===== config.mk =====
export PLATFORM = sky130hd
export DESIGN_NAME = pipe_issue_ctrl
export DESIGN_NICKNAME = d
export VERILOG_FILES = /design/src/rtl/pipe_issue_ctrl.sv
export SDC_FILE = /design/constraint.sdc
export NUM_CORES = 1
export LEC_CHECK = 0
export CAP_MARGIN = 20
export CELL_PAD_IN_SITES_DETAIL_PLACEMENT = 0
export CELL_PAD_IN_SITES_GLOBAL_PLACEMENT = 1
export CORE_MARGIN = 1.5
export CORE_UTILIZATION = 40
export DETAILED_ROUTE_END_ITERATION = 8
export GPL_TIMING_DRIVEN = 1
export MAX_ROUTING_LAYER = met4
export PLACE_DENSITY_LB_ADDON = 0.1
export SLEW_MARGIN = 15
export SYNTH_ARGS = -nofsm -noshare
export SYNTH_HDL_FRONTEND = slang
export SYNTH_SLANG_ARGS = --single-unit

===== constraint.sdc =====
create_clock -name clk -period 3.2 [get_ports clk]
set_input_delay 0.64 -clock clk [delete_from_list [all_inputs] [get_ports clk]]
set_output_delay 0.64 -clock clk [all_outputs]
set_load 0.005 [all_outputs]

===== src/rtl/pipe_issue_ctrl.sv =====
// Issue controller for a fixed-latency pipeline: a shift-register scoreboard blocks
// read-after-write hazards, instructions issue one cycle after acceptance.
module pipe_issue_ctrl #(
  parameter int LAT   = 3,
  parameter int CNT_W = 16
) (
  input  logic             clk,
  input  logic             rst_n,
  input  logic             in_valid_i,
  output logic             in_ready_o,
  input  logic [3:0]       in_rs1_i,
  input  logic [3:0]       in_rs2_i,
  input  logic [3:0]       in_rd_i,
  input  logic [3:0]       in_func_i,
  input  logic [7:0]       in_addr_i,
  input  logic             flush_i,
  output logic             iss_valid_o,
  output logic [3:0]       iss_rs1_o,
  output logic [3:0]       iss_rs2_o,
  output logic [3:0]       iss_rd_o,
  output logic [3:0]       iss_func_o,
  output logic [7:0]       iss_addr_o,
  output logic             busy_o,
  output logic             err_func_o,
  output logic [CNT_W-1:0] issue_cnt_o,
  output logic [CNT_W-1:0] stall_cnt_o
);

  logic [LAT-1:0]   sbValid_q, sbValid_d;
  logic [3:0]       sbRd_q [LAT];
  logic [3:0]       sbRd_d [LAT];
  logic             issValid_q, issValid_d;
  logic [3:0]       issRs1_q, issRs1_d;
  logic [3:0]       issRs2_q, issRs2_d;
  logic [3:0]       issRd_q, issRd_d;
  logic [3:0]       issFunc_q, issFunc_d;
  logic [7:0]       issAddr_q, issAddr_d;
  logic             errFunc_q, errFunc_d;
  logic [CNT_W-1:0] issueCnt_q, issueCnt_d;
  logic [CNT_W-1:0] stallCnt_q, stallCnt_d;

  logic illegal, useA, useB, hazard, fire, legalFire;

  assign illegal = (in_func_i >= 4'd12);

  // Which operands a function actually reads; unused operands never cause a stall.
  always_comb begin
    useA = 1'b0;
    useB = 1'b0;
    case (in_func_i)
      4'd0, 4'd1, 4'd2, 4'd5, 4'd6, 4'd7: begin
        useA = 1'b1;
        useB = 1'b1;
      end
      4'd3, 4'd8, 4'd10, 4'd11: useA = 1'b1;
      4'd4, 4'd9:               useB = 1'b1;
      default: ;
    endcase
  end

  always_comb begin
    hazard = 1'b0;
    for (int k = 0; k < LAT; k++) begin
      if (sbValid_q[k] && ((useA && (sbRd_q[k] == in_rs1_i)) ||
                           (useB && (sbRd_q[k] == in_rs2_i))))
        hazard = 1'b1;
    end
  end

  assign in_ready_o = !flush_i && (illegal || !hazard);
  assign fire       = in_valid_i && in_ready_o;
  assign legalFire  = fire && !illegal;

  // legalFire is already low during a flush, so slot 0 and the issue strobe clear with it.
  always_comb begin
    sbValid_d    = '0;
    sbValid_d[0] = legalFire;
    sbRd_d[0]    = in_rd_i;
    for (int k = 1; k < LAT; k++) begin
      sbValid_d[k] = sbValid_q[k-1] && !flush_i;
      sbRd_d[k]    = sbRd_q[k-1];
    end

    issValid_d = legalFire;
    issRs1_d   = issRs1_q;
    issRs2_d   = issRs2_q;
    issRd_d    = issRd_q;
    issFunc_d  = issFunc_q;
    issAddr_d  = issAddr_q;
    if (legalFire) begin
      issRs1_d  = in_rs1_i;
      issRs2_d  = in_rs2_i;
      issRd_d   = in_rd_i;
      issFunc_d = in_func_i;
      issAddr_d = in_addr_i;
    end

    errFunc_d = fire && illegal;

    issueCnt_d = issueCnt_q;
    if (legalFire && (issueCnt_q != '1))
      issueCnt_d = issueCnt_q + CNT_W'(1);

    stallCnt_d = stallCnt_q;
    if (in_valid_i && !in_ready_o && (stallCnt_q != '1))
      stallCnt_d = stallCnt_q + CNT_W'(1);
  end

  always_ff @(posedge clk or negedge rst_n) begin
    if (!rst_n) begin
      sbValid_q  <= '0;
      for (int k = 0; k < LAT; k++) sbRd_q[k] <= '0;
      issValid_q <= 1'b0;
      issRs1_q   <= '0;
      issRs2_q   <= '0;
      issRd_q    <= '0;
      issFunc_q  <= '0;
      issAddr_q  <= '0;
      errFunc_q  <= 1'b0;
      issueCnt_q <= '0;
      stallCnt_q <= '0;
    end else begin
      sbValid_q  <= sbValid_d;
      for (int k = 0; k < LAT; k++) sbRd_q[k] <= sbRd_d[k];
      issValid_q <= issValid_d;
      issRs1_q   <= issRs1_d;
      issRs2_q   <= issRs2_d;
      issRd_q    <= issRd_d;
      issFunc_q  <= issFunc_d;
      issAddr_q  <= issAddr_d;
      errFunc_q  <= errFunc_d;
      issueCnt_q <= issueCnt_d;
      stallCnt_q <= stallCnt_d;
    end
  end

  assign iss_valid_o = issValid_q;
  assign iss_rs1_o   = issRs1_q;
  assign iss_rs2_o   = issRs2_q;
  assign iss_rd_o    = issRd_q;
  assign iss_func_o  = issFunc_q;
  assign iss_addr_o  = issAddr_q;
  assign err_func_o  = errFunc_q;
  assign busy_o      = issValid_q || (|sbValid_q);
  assign issue_cnt_o = issueCnt_q;
  assign stall_cnt_o = stallCnt_q;

endmodule


==> flow_results.org <==
** Clock network
- The clock reaches the later pin of the worst-skew pair after 340 ps.
- In this run the clock root is driven by a sky130_fd_sc_hd__clkbuf_8.
- CTS built an H-tree with a depth of 3.
- Number of CTS-inserted buffers :: 9
- CTS saw 72 sinks.
- Clock-pin slew was measured on the worst setup and hold paths at 80 ps.
- After clock tree synthesis, the flow added hold-fix buffers numbering 0.
- TritonCTS built the clock tree.
- The clock passes through at most 2 buffers.

** Timing
- Of the available clock period, the critical path in the final layout requires 0.9444.
- Across all hold checks on the routed design, the worst slack comes to 417.7 ps.
- Fmax :: 330.9 MHz
- Final Max Slew Viols :: 0
- Setup repair after global routing missed its margin :: false
- Setup violations remaining at the end of the flow were counted as 0.
- Transition time at the pin with the least slew margin :: 891.7 ps
- Counting I/O delays and the setup requirement, the final critical path takes 3022 ps.
- In this run the tightest slew margin relative to its limit is 0.4056.
- The number of hold violations in the final report was 0.
- Clock skew on the completed layout was measured at 9.971 ps.

** Final layout
- The layout has 709 filler cells.
- The library cells used most frequently in the layout, excluding fill and tap cells, are sky130_fd_sc_hd__clkdlybuf4s50_1, sky130_fd_sc_hd__nand2_1, sky130_fd_sc_hd__dfrtp_1.
- Summing all non-filler instances in the final layout gives an area of 4497 µm².
- Most common cell after layout, fill and taps aside :: sky130_fd_sc_hd__clkdlybuf4s50_1
- Proportion of layout cells with a drive suffix above 1 :: 0.1078
- 0 antenna diodes ended up in the layout.
- For this run, the share of the core covered by cells in the final layout is 0.5819.
- Layout-stage area growth over the synthesis result :: 40.45%
- Final cell count without fillers :: 510
- For this run, the post-layout net count is 433.

** Global route
- Maximum number of pins on one net before global-route repair :: 73
- The first global-routing pass estimated 11.94 mm of wire.
- Antenna violations before repair :: 0
- Leftover overflow at the end of global routing :: 0
- The via count of the first global-routing pass was 2,450.
- In the global route stage, overall resource usage came out at 0.1850.

** Floorplan
- After floorplanning, the core was sized to cover 7727 µm².
- I/O pin cnt :: 88
- Total die area :: 8551 µm²
- Measured along the y axis, the die boundary spans 92.47 µm.
- # rows :: 32
- Die X :: 92.47 µm
- Starting Density :: 0.4143

** Detailed routing
- After the first detailed-routing iteration, the DRC count stood at 83.
- The detail route stage leaves a number of antenna-violating nets equal to 0.
- The routed layout has 2,505 vias.
- Using the TritonRoute via totals, the vias-per-cell ratio works out to 4.912.
- First-pass detailed-route iteration total :: 4
- For this block, the routed nets add up to 7.214 mm of wire.
- Wire length per cell :: 14.15 µm
- After detailed routing, the number of remaining DRC violations is 0.

** Power and ir drop
- In this run the static leakage power is 0.002072 µW.
- Total power draw :: 2545 µW
- Total power density per cell area :: 566.0 nW/µm²
- IR Drop Worst-Case VDD :: 0.0003821 V

** Critical path
- The worst setup path is of the in -> out kind.
- Reg-to-reg startpoint :: sbRd_q[1]$_DFF_PN0_
- Crit path arrival time :: 2380 ps
- The most critical setup path has its startpoint at in_rs2_i[0].
- The slowest stage of the critical path is the sky130_fd_sc_hd__clkdlybuf4s50_1 cell.
- STA puts the critical path data required time at 2560 ps.
- Cell class contributing the biggest share of worst-path delay :: buffers and inverters
- Critical Path Fanout Max :: 3
- The number of buffers and inverters on the critical path is 3.
- The worst setup path is launched from an input port.
- Cell Chain, Critical Path :: clkdlybuf4s50_1, xor2_1, nor4_2, buf_4, a22o_1, a22oi_4, and2_1, dlygate4sd2_1
- STA classifies the critical path endpoint as a primary output.
- On the worst path, the slowest cell contributes a delay of 490 ps.

** Placed design
- Area after detailed placement :: 4279 µm²
- Detailed placement HPWL :: 4.990 mm
- Final Wtd Congestion :: 0.8984
- Inst Count DP :: 494
- Input and output buffers added on the ports amount to 87.

** Worst hold path
- Min-Delay Path Class :: in -> async

** Synthesis
- Syn Nets :: 326
- Most area-hungry cell type in the Yosys netlist :: sky130_fd_sc_hd__dfrtp_1
- Of the post-synthesis cell area, the dominant cell type holds 0.5627.
- In this run, synthesis produced a sequential element count of 72.
- Post-synthesis area per instance :: 10.82 µm²
- Sorting the synthesized cells by area gives the leading types as sky130_fd_sc_hd__dfrtp_1, sky130_fd_sc_hd__nand2_1, sky130_fd_sc_hd__xor2_1.
- Counting every instance in the synthesized netlist gives 296.
- Distinct cell type count of the synthesized netlist :: 37
- For this run, the number of Yosys warnings is 0.
- The mapped netlist covers 3202 µm².
- The share of the Yosys chip area taken by registers is 0.5627.

** Flow run
- Max-Cap Viols :: 0

** Outcome
- The run finished with clean final reports.
sequential cells by signal, summed over array words and instances, names as in the netlist:
register,count
issue_cnt_o,16
stall_cnt_o,16
iss_addr_o,8
sbRd_d,8
iss_func_o,4
iss_rd_o,4
iss_rs1_o,4
iss_rs2_o,4
sbRd_q,4
sbValid_q,3
err_func_o,1
layout make-up:
type                       count  area, µm²  share of cell area
multi-input combinational    215       1360              0.3024
clock buffer                  11      141.4             0.03144
clock inverter                 5      80.08             0.01781
tap                          102      127.6             0.02838
inverter                       2      7.507            0.001669
sequential                    72       1802              0.4007
timing repair buffer         103      978.4              0.2176
metrics by stage:
step | setup TNS [ps] | worst slack, ps
finish | 0 | 178.0
global route | 0 | 23.98
CTS | 0 | 169.0
detailed placement | -80.58 | -80.58
global placement | -80.63 | -80.63
floorplan | 0 | 886.9
Yosys cell counts:
cell / number
sky130_fd_sc_hd__a41oi_2: 1
sky130_fd_sc_hd__nor3_2: 1
sky130_fd_sc_hd__o21a_1: 1
sky130_fd_sc_hd__xnor2_1: 19
sky130_fd_sc_hd__nand3_1: 12
sky130_fd_sc_hd__nor4_1: 4
sky130_fd_sc_hd__a21oi_1: 2
sky130_fd_sc_hd__nor4_2: 1
sky130_fd_sc_hd__nor2b_1: 4
sky130_fd_sc_hd__ha_1: 2
sky130_fd_sc_hd__nor4b_1: 1
sky130_fd_sc_hd__buf_6: 1
sky130_fd_sc_hd__buf_2: 4
sky130_fd_sc_hd__a41o_1: 1
sky130_fd_sc_hd__or3_1: 1
sky130_fd_sc_hd__and3_1: 8
sky130_fd_sc_hd__nor3_1: 5
sky130_fd_sc_hd__nand2b_1: 2
sky130_fd_sc_hd__a22o_1: 2
sky130_fd_sc_hd__clkbuf_1: 2
sky130_fd_sc_hd__nand4b_1: 2
sky130_fd_sc_hd__a22oi_4: 1
sky130_fd_sc_hd__and4_1: 1
sky130_fd_sc_hd__inv_1: 2
sky130_fd_sc_hd__nor4b_2: 1
sky130_fd_sc_hd__nor3b_1: 1
sky130_fd_sc_hd__o22a_1: 2
sky130_fd_sc_hd__nand4_1: 11
sky130_fd_sc_hd__dfrtp_1: 72
sky130_fd_sc_hd__nor2_1: 12
sky130_fd_sc_hd__nand2_1: 75
sky130_fd_sc_hd__and2_1: 2
sky130_fd_sc_hd__a211oi_2: 1
sky130_fd_sc_hd__xor2_1: 32
sky130_fd_sc_hd__mux2i_1: 2
sky130_fd_sc_hd__mux2_2: 4
sky130_fd_sc_hd__nand4_2: 1
where the power goes:
part	switching, µW	internal [µW]	total [µW]
clock	341	459	801
combinational	211	355	566
sequential	135	1040	1180
cell families (layout without fill, tap and decap cells):
group,Yosys count,after routing,synth area share
AO/OA/AOI/OAI,11,11,0.03517
XOR/XNOR,51,51,0.1395
adder cells (fa/ha/maj),2,2,0.007814
buffers and inverters,9,121,0.01446
flip-flops,72,72,0.5627
multiplexers,6,6,0.02032
AND/OR/NAND/NOR,145,145,0.2200
path summary, 6_finish.rpt:
check | to | slack [ps] | cells past startpoint
setup / recovery | in_ready_o | 180 | 8
hold / removal | iss_rs2_o[1]$_DFFE_PN0P_ | 420 | 1
setup reg to reg | issue_cnt_o[1]$_DFFE_PN0P_ | 900 | 10
hold reg to reg | sbRd_q[0]$_DFF_PN0_ | 440 | 0
max in group asynchronous | stall_cnt_o[1]$_DFFE_PN0P_ | 2200 | 1
min in group clk | sbRd_q[0]$_DFF_PN0_ | 440 | 0
per-layer routing:
metal | vias up | share of wire | global-route usage
met2 | 73 | 0.46 | 0.2745
li1 | 1205 | - | -
met4 | 0 | 0.0054 | 0.04744
met1 | 1221 | 0.48 | 0.2488
met5 | - | 0 | -
met3 | 6 | 0.049 | 0.05419
repair_timing:
item / 4_1_cts / 5_1_grt
buffers inserted: 0 / 0
setup endpoints to repair: 1 / 1
resized for setup: 8 / 1
(Power assumes the default switching activity.)
